$ cat config.mk
export PLATFORM = sky130hd
export DESIGN_NAME = id_ex_stage_flat
export DESIGN_NICKNAME = d
export VERILOG_FILES = /design/src/rtl/id_ex_stage_pkg.sv /design/src/rtl/id_ex_stage_if.sv /design/src/rtl/id_ex_stage_hazard_unit.sv /design/src/rtl/id_ex_stage.sv /design/src/flat_wrapper.sv
export SDC_FILE = /design/constraint.sdc
export NUM_CORES = 1
export LEC_CHECK = 0
export CAP_MARGIN = 10
export CORE_AREA = 2 2 145 147
export DETAILED_ROUTE_END_ITERATION = 16
export DIE_AREA = 0 0 147 149
export PLACE_DENSITY = 0.86
export SYNTH_ARGS = -nofsm -noshare
export SYNTH_HDL_FRONTEND = slang
export SYNTH_SLANG_ARGS = --single-unit
$ cat constraint.sdc
create_clock -name clk -period 3.52 [get_ports clk]
set_input_delay 0.88 -clock clk [delete_from_list [all_inputs] [get_ports clk]]
set_output_delay 0.88 -clock clk [all_outputs]
set_load 0.05 [all_outputs]
$ cat src/rtl/id_ex_stage_pkg.sv
// Shared types and constants for the ID/EX boundary of the RV32 five-stage pipeline.
package id_ex_stage_pkg;

  localparam int DATA_W = 32;
  localparam int REG_AW = 5;

  // Field order matches the decoder's control bundle, MSB first.
  typedef struct packed {
    logic       alu_src;
    logic       mem_to_reg;
    logic       reg_write;
    logic       mem_read;
    logic       mem_write;
    logic [1:0] alu_op;
    logic       branch;
    logic       halt;
    logic       jump;
    logic       jump_reg;
  } ctrl_t;

  localparam logic [1:0] ALUOP_MEM    = 2'b00;
  localparam logic [1:0] ALUOP_BRANCH = 2'b01;
  localparam logic [1:0] ALUOP_FUNCT  = 2'b10;

  localparam logic [6:0] OPC_LOAD   = 7'h03;
  localparam logic [6:0] OPC_OPIMM  = 7'h13;
  localparam logic [6:0] OPC_STORE  = 7'h23;
  localparam logic [6:0] OPC_OP     = 7'h33;
  localparam logic [6:0] OPC_BRANCH = 7'h63;
  localparam logic [6:0] OPC_JALR   = 7'h67;
  localparam logic [6:0] OPC_JAL    = 7'h6F;
  localparam logic [6:0] OPC_HALT   = 7'h7F;

  localparam ctrl_t CTRL_NOP = '0;

  typedef enum logic [1:0] {
    ST_RUN,
    ST_DRAIN,
    ST_STOP
  } state_t;

  // Cycles spent in DRAIN beyond the first, so the halt retires past WB.
  localparam logic [1:0] DRAIN_LAST = 2'd3;

endpackage

$ cat src/rtl/id_ex_stage_if.sv
// Decoded-instruction bundle entering the ID/EX register and the registered EX-side copy.
interface id_ex_stage_if;
  import id_ex_stage_pkg::*;

  logic              id_valid;
  ctrl_t             id_ctrl;
  logic [DATA_W-1:0] id_pc;
  logic [DATA_W-1:0] id_rd1;
  logic [DATA_W-1:0] id_rd2;
  logic [DATA_W-1:0] id_imm;
  logic [REG_AW-1:0] id_rs1;
  logic [REG_AW-1:0] id_rs2;
  logic [REG_AW-1:0] id_rd;
  logic [2:0]        id_funct3;
  logic [6:0]        id_funct7;
  logic              id_use_rs1;
  logic              id_use_rs2;

  logic              ex_valid;
  ctrl_t             ex_ctrl;
  logic [DATA_W-1:0] ex_pc;
  logic [DATA_W-1:0] ex_rd1;
  logic [DATA_W-1:0] ex_rd2;
  logic [DATA_W-1:0] ex_imm;
  logic [REG_AW-1:0] ex_rs1;
  logic [REG_AW-1:0] ex_rs2;
  logic [REG_AW-1:0] ex_rd;
  logic [2:0]        ex_funct3;
  logic [6:0]        ex_funct7;

  modport master (
    output id_valid, id_ctrl, id_pc, id_rd1, id_rd2, id_imm,
           id_rs1, id_rs2, id_rd, id_funct3, id_funct7, id_use_rs1, id_use_rs2,
    input  ex_valid, ex_ctrl, ex_pc, ex_rd1, ex_rd2, ex_imm,
           ex_rs1, ex_rs2, ex_rd, ex_funct3, ex_funct7
  );

  modport slave (
    input  id_valid, id_ctrl, id_pc, id_rd1, id_rd2, id_imm,
           id_rs1, id_rs2, id_rd, id_funct3, id_funct7, id_use_rs1, id_use_rs2,
    output ex_valid, ex_ctrl, ex_pc, ex_rd1, ex_rd2, ex_imm,
           ex_rs1, ex_rs2, ex_rd, ex_funct3, ex_funct7
  );

endinterface

$ cat src/rtl/id_ex_stage_hazard_unit.sv
// Combinational load-use detection and the stall request sent back to PC and IF/ID.
module hazard_unit
  import id_ex_stage_pkg::*;
(
  input  logic              ex_valid,
  input  logic              ex_mem_read,
  input  logic [REG_AW-1:0] ex_rd,
  input  logic              id_valid,
  input  logic              id_use_rs1,
  input  logic              id_use_rs2,
  input  logic [REG_AW-1:0] id_rs1,
  input  logic [REG_AW-1:0] id_rs2,
  input  logic              ex_flush,
  input  logic              run,
  output logic              load_use,
  output logic              stall
);

  // x0 is hardwired to zero, so a load targeting it never creates a dependency.
  assign load_use = ex_valid & ex_mem_read & (ex_rd != '0) & id_valid &
                    ((id_use_rs1 & (id_rs1 == ex_rd)) |
                     (id_use_rs2 & (id_rs2 == ex_rd)));

  assign stall = (run & load_use & ~ex_flush) | ~run;

endmodule

$ cat src/rtl/id_ex_stage.sv
// ID/EX pipeline register with load-use bubbling, branch flush and HALT drain-to-stop sequencing.
module id_ex_stage
  import id_ex_stage_pkg::*;
(
  input  logic          clk,
  input  logic          reset,
  id_ex_stage_if.slave  bus,
  input  logic          ex_flush,
  output logic          stall,
  output logic          halted
);

  state_t     state;
  state_t     state_next;
  logic [1:0] drain_cnt;
  logic       run;
  logic       load_use;
  logic       capture;

  assign run     = (state == ST_RUN);
  assign capture = run & ~ex_flush & ~load_use;

  hazard_unit u_hazard (
    .ex_valid    (bus.ex_valid),
    .ex_mem_read (bus.ex_ctrl.mem_read),
    .ex_rd       (bus.ex_rd),
    .id_valid    (bus.id_valid),
    .id_use_rs1  (bus.id_use_rs1),
    .id_use_rs2  (bus.id_use_rs2),
    .id_rs1      (bus.id_rs1),
    .id_rs2      (bus.id_rs2),
    .ex_flush    (ex_flush),
    .run         (run),
    .load_use    (load_use),
    .stall       (stall)
  );

  // A halt only counts once it actually lands in EX; a flushed halt is simply dropped.
  always_comb begin
    state_next = state;
    unique case (state)
      ST_RUN:   if (capture && bus.id_valid && bus.id_ctrl.halt) state_next = ST_DRAIN;
      ST_DRAIN: if (drain_cnt == DRAIN_LAST) state_next = ST_STOP;
      ST_STOP:  state_next = ST_STOP;
      default:  state_next = ST_RUN;
    endcase
  end

  always_ff @(posedge clk) begin
    if (reset) begin
      state     <= ST_RUN;
      drain_cnt <= '0;
      halted    <= 1'b0;
    end else begin
      state     <= state_next;
      drain_cnt <= (state == ST_DRAIN) ? drain_cnt + 2'd1 : 2'd0;
      halted    <= halted | (state_next == ST_STOP);
    end
  end

  // Bubbles clear only ctrl/valid; datapath fields keep stale values nobody will consume.
  always_ff @(posedge clk) begin
    if (reset) begin
      bus.ex_valid  <= 1'b0;
      bus.ex_ctrl   <= CTRL_NOP;
      bus.ex_pc     <= '0;
      bus.ex_rd1    <= '0;
      bus.ex_rd2    <= '0;
      bus.ex_imm    <= '0;
      bus.ex_rs1    <= '0;
      bus.ex_rs2    <= '0;
      bus.ex_rd     <= '0;
      bus.ex_funct3 <= '0;
      bus.ex_funct7 <= '0;
    end else if (!capture) begin
      bus.ex_valid <= 1'b0;
      bus.ex_ctrl  <= CTRL_NOP;
    end else begin
      bus.ex_valid  <= bus.id_valid;
      bus.ex_ctrl   <= bus.id_valid ? bus.id_ctrl : CTRL_NOP;
      bus.ex_pc     <= bus.id_pc;
      bus.ex_rd1    <= bus.id_rd1;
      bus.ex_rd2    <= bus.id_rd2;
      bus.ex_imm    <= bus.id_imm;
      bus.ex_rs1    <= bus.id_rs1;
      bus.ex_rs2    <= bus.id_rs2;
      bus.ex_rd     <= bus.id_rd;
      bus.ex_funct3 <= bus.id_funct3;
      bus.ex_funct7 <= bus.id_funct7;
    end
  end

endmodule

$ cat src/flat_wrapper.sv
// flat-port wrapper written by rule: the top's interface ports become plain ports
module id_ex_stage_flat import id_ex_stage_pkg::*;
  (clk, reset, ex_flush, stall, halted, bus_id_valid, bus_id_ctrl, bus_id_pc, bus_id_rd1, bus_id_rd2, bus_id_imm, bus_id_rs1, bus_id_rs2, bus_id_rd, bus_id_funct3, bus_id_funct7, bus_id_use_rs1, bus_id_use_rs2, bus_ex_valid, bus_ex_ctrl, bus_ex_pc, bus_ex_rd1, bus_ex_rd2, bus_ex_imm, bus_ex_rs1, bus_ex_rs2, bus_ex_rd, bus_ex_funct3, bus_ex_funct7);
  id_ex_stage_if bus_i ();
  input  logic clk;
  input  logic reset;
  input  logic ex_flush;
  output logic stall;
  output logic halted;
  input wire logic [$bits(bus_i.id_valid)-1:0] bus_id_valid;
  input wire logic [$bits(bus_i.id_ctrl)-1:0] bus_id_ctrl;
  input wire logic [$bits(bus_i.id_pc)-1:0] bus_id_pc;
  input wire logic [$bits(bus_i.id_rd1)-1:0] bus_id_rd1;
  input wire logic [$bits(bus_i.id_rd2)-1:0] bus_id_rd2;
  input wire logic [$bits(bus_i.id_imm)-1:0] bus_id_imm;
  input wire logic [$bits(bus_i.id_rs1)-1:0] bus_id_rs1;
  input wire logic [$bits(bus_i.id_rs2)-1:0] bus_id_rs2;
  input wire logic [$bits(bus_i.id_rd)-1:0] bus_id_rd;
  input wire logic [$bits(bus_i.id_funct3)-1:0] bus_id_funct3;
  input wire logic [$bits(bus_i.id_funct7)-1:0] bus_id_funct7;
  input wire logic [$bits(bus_i.id_use_rs1)-1:0] bus_id_use_rs1;
  input wire logic [$bits(bus_i.id_use_rs2)-1:0] bus_id_use_rs2;
  output wire logic [$bits(bus_i.ex_valid)-1:0] bus_ex_valid;
  output wire logic [$bits(bus_i.ex_ctrl)-1:0] bus_ex_ctrl;
  output wire logic [$bits(bus_i.ex_pc)-1:0] bus_ex_pc;
  output wire logic [$bits(bus_i.ex_rd1)-1:0] bus_ex_rd1;
  output wire logic [$bits(bus_i.ex_rd2)-1:0] bus_ex_rd2;
  output wire logic [$bits(bus_i.ex_imm)-1:0] bus_ex_imm;
  output wire logic [$bits(bus_i.ex_rs1)-1:0] bus_ex_rs1;
  output wire logic [$bits(bus_i.ex_rs2)-1:0] bus_ex_rs2;
  output wire logic [$bits(bus_i.ex_rd)-1:0] bus_ex_rd;
  output wire logic [$bits(bus_i.ex_funct3)-1:0] bus_ex_funct3;
  output wire logic [$bits(bus_i.ex_funct7)-1:0] bus_ex_funct7;
  assign bus_i.id_valid = bus_id_valid;
  assign bus_i.id_ctrl = bus_id_ctrl;
  assign bus_i.id_pc = bus_id_pc;
  assign bus_i.id_rd1 = bus_id_rd1;
  assign bus_i.id_rd2 = bus_id_rd2;
  assign bus_i.id_imm = bus_id_imm;
  assign bus_i.id_rs1 = bus_id_rs1;
  assign bus_i.id_rs2 = bus_id_rs2;
  assign bus_i.id_rd = bus_id_rd;
  assign bus_i.id_funct3 = bus_id_funct3;
  assign bus_i.id_funct7 = bus_id_funct7;
  assign bus_i.id_use_rs1 = bus_id_use_rs1;
  assign bus_i.id_use_rs2 = bus_id_use_rs2;
  assign bus_ex_valid = bus_i.ex_valid;
  assign bus_ex_ctrl = bus_i.ex_ctrl;
  assign bus_ex_pc = bus_i.ex_pc;
  assign bus_ex_rd1 = bus_i.ex_rd1;
  assign bus_ex_rd2 = bus_i.ex_rd2;
  assign bus_ex_imm = bus_i.ex_imm;
  assign bus_ex_rs1 = bus_i.ex_rs1;
  assign bus_ex_rs2 = bus_i.ex_rs2;
  assign bus_ex_rd = bus_i.ex_rd;
  assign bus_ex_funct3 = bus_i.ex_funct3;
  assign bus_ex_funct7 = bus_i.ex_funct7;
  id_ex_stage u_core (.clk(clk), .reset(reset), .bus(bus_i), .ex_flush(ex_flush), .stall(stall), .halted(halted));
endmodule
==> results of run 1 <==
[synth_stat cells, drive strengths merged, types with 2 or more instances]
| master | number | area (um2) |
|---|---|---|
| nand3 | 296 | 1481 |
| dfxtp | 170 | 3403 |
| nand2 | 156 | 585.6 |
| and3 | 154 | 963.4 |
| mux2i | 153 | 1531 |
| nor3b | 153 | 1149 |
| clkbuf | 103 | 399.1 |
| buf | 35 | 188.9 |
| and2 | 11 | 68.82 |
| xnor2 | 10 | 87.58 |
| a32oi | 5 | 43.79 |
| inv | 3 | 11.26 |
| nor2 | 3 | 11.26 |
| nand3b | 2 | 15.01 |
| nand4 | 2 | 12.51 |
| o21ai | 2 | 13.76 |
[worst min path at each step]
stage                                   startpoint                             end
floorplan           u_core.drain_cnt[0]$_SDFF_PP0_  u_core.drain_cnt[0]$_SDFF_PP0_
global placement    u_core.drain_cnt[0]$_SDFF_PP0_  u_core.drain_cnt[0]$_SDFF_PP0_
detailed placement  u_core.drain_cnt[0]$_SDFF_PP0_  u_core.drain_cnt[0]$_SDFF_PP0_
CTS                 u_core.drain_cnt[0]$_SDFF_PP0_  u_core.drain_cnt[0]$_SDFF_PP0_
global route        u_core.drain_cnt[0]$_SDFF_PP0_  u_core.drain_cnt[0]$_SDFF_PP0_
finish              u_core.drain_cnt[0]$_SDFF_PP0_  u_core.drain_cnt[0]$_SDFF_PP0_
[power by group]
part / switching (mW) / internal (mW)
combinational: 1.22 / 0.738
clock: 0.885 / 0.959
sequential: 0.156 / 2.13
total: 2.26 / 3.83
[cell type report]
cell class                      instances  area, um2
Fill cell                            1657       6499
Multi-Input combinational cell        957       6100
Timing Repair Buffer                  353       3623
Sequential cell                       170       3403
Clock buffer                           19      442.9
Tap cell                              275      344.1
Clock inverter                         13      128.9
Inverter                                3      16.27
[stage by stage]
stage / utilization (%) / power (mW) / std cells
after floorplan: - / 3.538 / 1268
after global placement: 65.61 / 4.252 / 1758
after detailed placement: 65.61 / 4.283 / 1758
after CTS: 68.39 / 6.122 / 1790
after global routing: 68.39 / 6.334 / 1790
final: 68.39 / 6.088 / 1790
[logic make-up after synthesis]
logic type      count (synthesis)
simple gates                  780
flops                         170
mux                           153
buf+inv                       141
compound gates                 13
xor+xnor                       10
fa+ha+maj                       1
[state kept, by name (all words and copies together) (netlist names)]
register	count
u_core.bus.ex_ctrl	11
u_core.drain_cnt	2
u_core.bus.ex_imm	32
u_core.bus.ex_pc	32
u_core.bus.ex_rd2	32
u_core.bus.ex_rd1	32
u_core.bus.ex_funct3	3
u_core.bus.ex_valid	1
u_core.state	2
u_core.bus.ex_funct7	7
u_core.bus.ex_rs2	5
u_core.halted	1
u_core.bus.ex_rd	5
u_core.bus.ex_rs1	5
[per-layer routing]
| layer | GRT usage (%) | routed length [um] | part of all wire (%) |
|---|---|---|---|
| met4 | 10.38 | 892 | 3.0 |
| met2 | 43.24 | 14200 | 47 |
| met3 | 8.104 | 2557 | 8.5 |
| met1 | 32.26 | 12300 | 41 |
| met5 | 0 | 0 | 0 |
[cell usage in the layout, fill, tap and decap left out, types with 5 or more instances in the layout]
| cell type | instances |
|---|---|
| clkdlybuf4s50_1 | 334 |
| nand3_1 | 296 |
| dfxtp_1 | 170 |
| nand2_1 | 156 |
| and3_1 | 154 |
| nor3b_1 | 153 |
| mux2i_1 | 153 |
| clkbuf_16 | 17 |
| and2_1 | 11 |
| buf_12 | 11 |
| xnor2_1 | 10 |
| buf_4 | 8 |
| inv_6 | 7 |
| a32oi_1 | 5 |
[worst max-delay path, stage by stage]
cell and delay [ns]:
clkdlybuf4s50_1 0.47, xnor2_1 0.21, nand4_1 0.18, o22ai_4 0.27, nand2_1 0.13, o21ai_2 0.18, buf_12 0.16
==> run metrics, run 1 <==
outcome complete, no violations; Worst Tran Pin Value 0.8686 ns; clock-pin slew on the worst setup and hold paths 0.07 ns; Crit. Startpoint bus_id_rs2[2]; vias in the first global route 9429; crit path capture type output pin; largest family of logic cells by synthesized area simple AND/OR/NAND/NOR gates; pwr dens 433.1 nW/um2; share of cells above drive strength 1 3.828%; crit path to stall; first-pass GRT wire length 47.84 mm; core area 20560 um2; hold slack 0.4242 ns; YS warnings 0; Post-CTS Setup Repair Bufs 0; min Tclk post-route 3.360 ns; TNS Setup 0 ns; Simple-Gate Fraction of Synth Area 42.80%; post-route ant nets 0; Placer Congestion 0.7905; FMAX 0.2976 GHz; Worst Skew 0.01488 ns; r2r startpoint u_core.bus.ex_rd[4]$_SDFFE_PP0N_; DR pass1 iterations 5; Worst Path Required 2.64 ns; Clock Path Buffers 2; post-synthesis adder-cell area fraction 0.1242%; Critical Path Start Type input pin; largest net degree at the start of global routing 155; Leak 5.577 nW; Peak VDD IR 0.0003126 V; site row count 53; final-report max-slew violation count 0; Post-Syn Nets 1439; Area growth, synth to finish 39.58%; Async S/R FF share, synth 0%; final setup vio count 0; CTS H-tree lvls 4; detailed-placement wirelength estimate 19.07 mm; synthesized area 10070 um2; Synth Flop Type dfxtp_1; wire length per cell 16.73 um; Post-synth EDFFs 0; Initial DRC Count 705; Chip Width 147 um; Diodes inserted 0; Initial Util 49.00%; crit path max fanout 2; Hold WC Path Type reg -> reg; Register-to-Register Path Depth 7; Cells after Synth 1268; Avg Cell Area, Syn 7.943 um2; initial antenna violation count 0; worst skew pair latency 0.42 ns; fin nets 1673; # port buffers 336; DP Area 13490 um2; Netlist cell types 32; # hold bufs at CTS 0; Total Routing Usage GR 26.25%; mux cell area share after synthesis 15.20%; num ports 337; CTS Root Cell clkbuf_16; register area share after synthesis 33.79%; Setup CP Type in -> out; cts repair resizes 0; Max Cap Viol 0; Via density 5.647; reg2reg end u_core.bus.ex_imm[18]$_SDFFE_PP0N_; complex-gate fraction of the synthesized area 1.267%; CTS tree yes; Final Cycle Share 95.46%; # DRC 0; final hold viol count 0; final setup margin 0.1597 ns; Rel. slew slack 41.88%; drt total wl 29.94 mm; Overflow after GRT 0; Worst Hold Depth 1; via count 10.11k; cell area after layout 14060 um2; CP Data Arrival Time 2.48 ns; Synth Area in XOR/XNOR 0.8696%; register bit count reported by yosys 170; die height 149 um; RSZ-0062 raised after global routing false; Num CTS Buffers 17; CTS sink count 170; Die Area 21900 um2; Post-Place Setup Slack 0.1406 ns; FF-to-FF setup slack 1.01 ns
(Power assumes the default switching activity.)
==> run 2: changes to the inputs <==
--- a/config.mk
+++ b/config.mk
@@ -5,6 +5,7 @@
 export SDC_FILE = /design/constraint.sdc
 export NUM_CORES = 1
 export LEC_CHECK = 0
+export ABC_CLOCK_PERIOD_IN_PS = 3520
 export CAP_MARGIN = 10
 export CORE_AREA = 2 2 145 147
 export DETAILED_ROUTE_END_ITERATION = 16
==> results of run 2 <==
Final layout, timing and power as in run 1 (identical DEF).
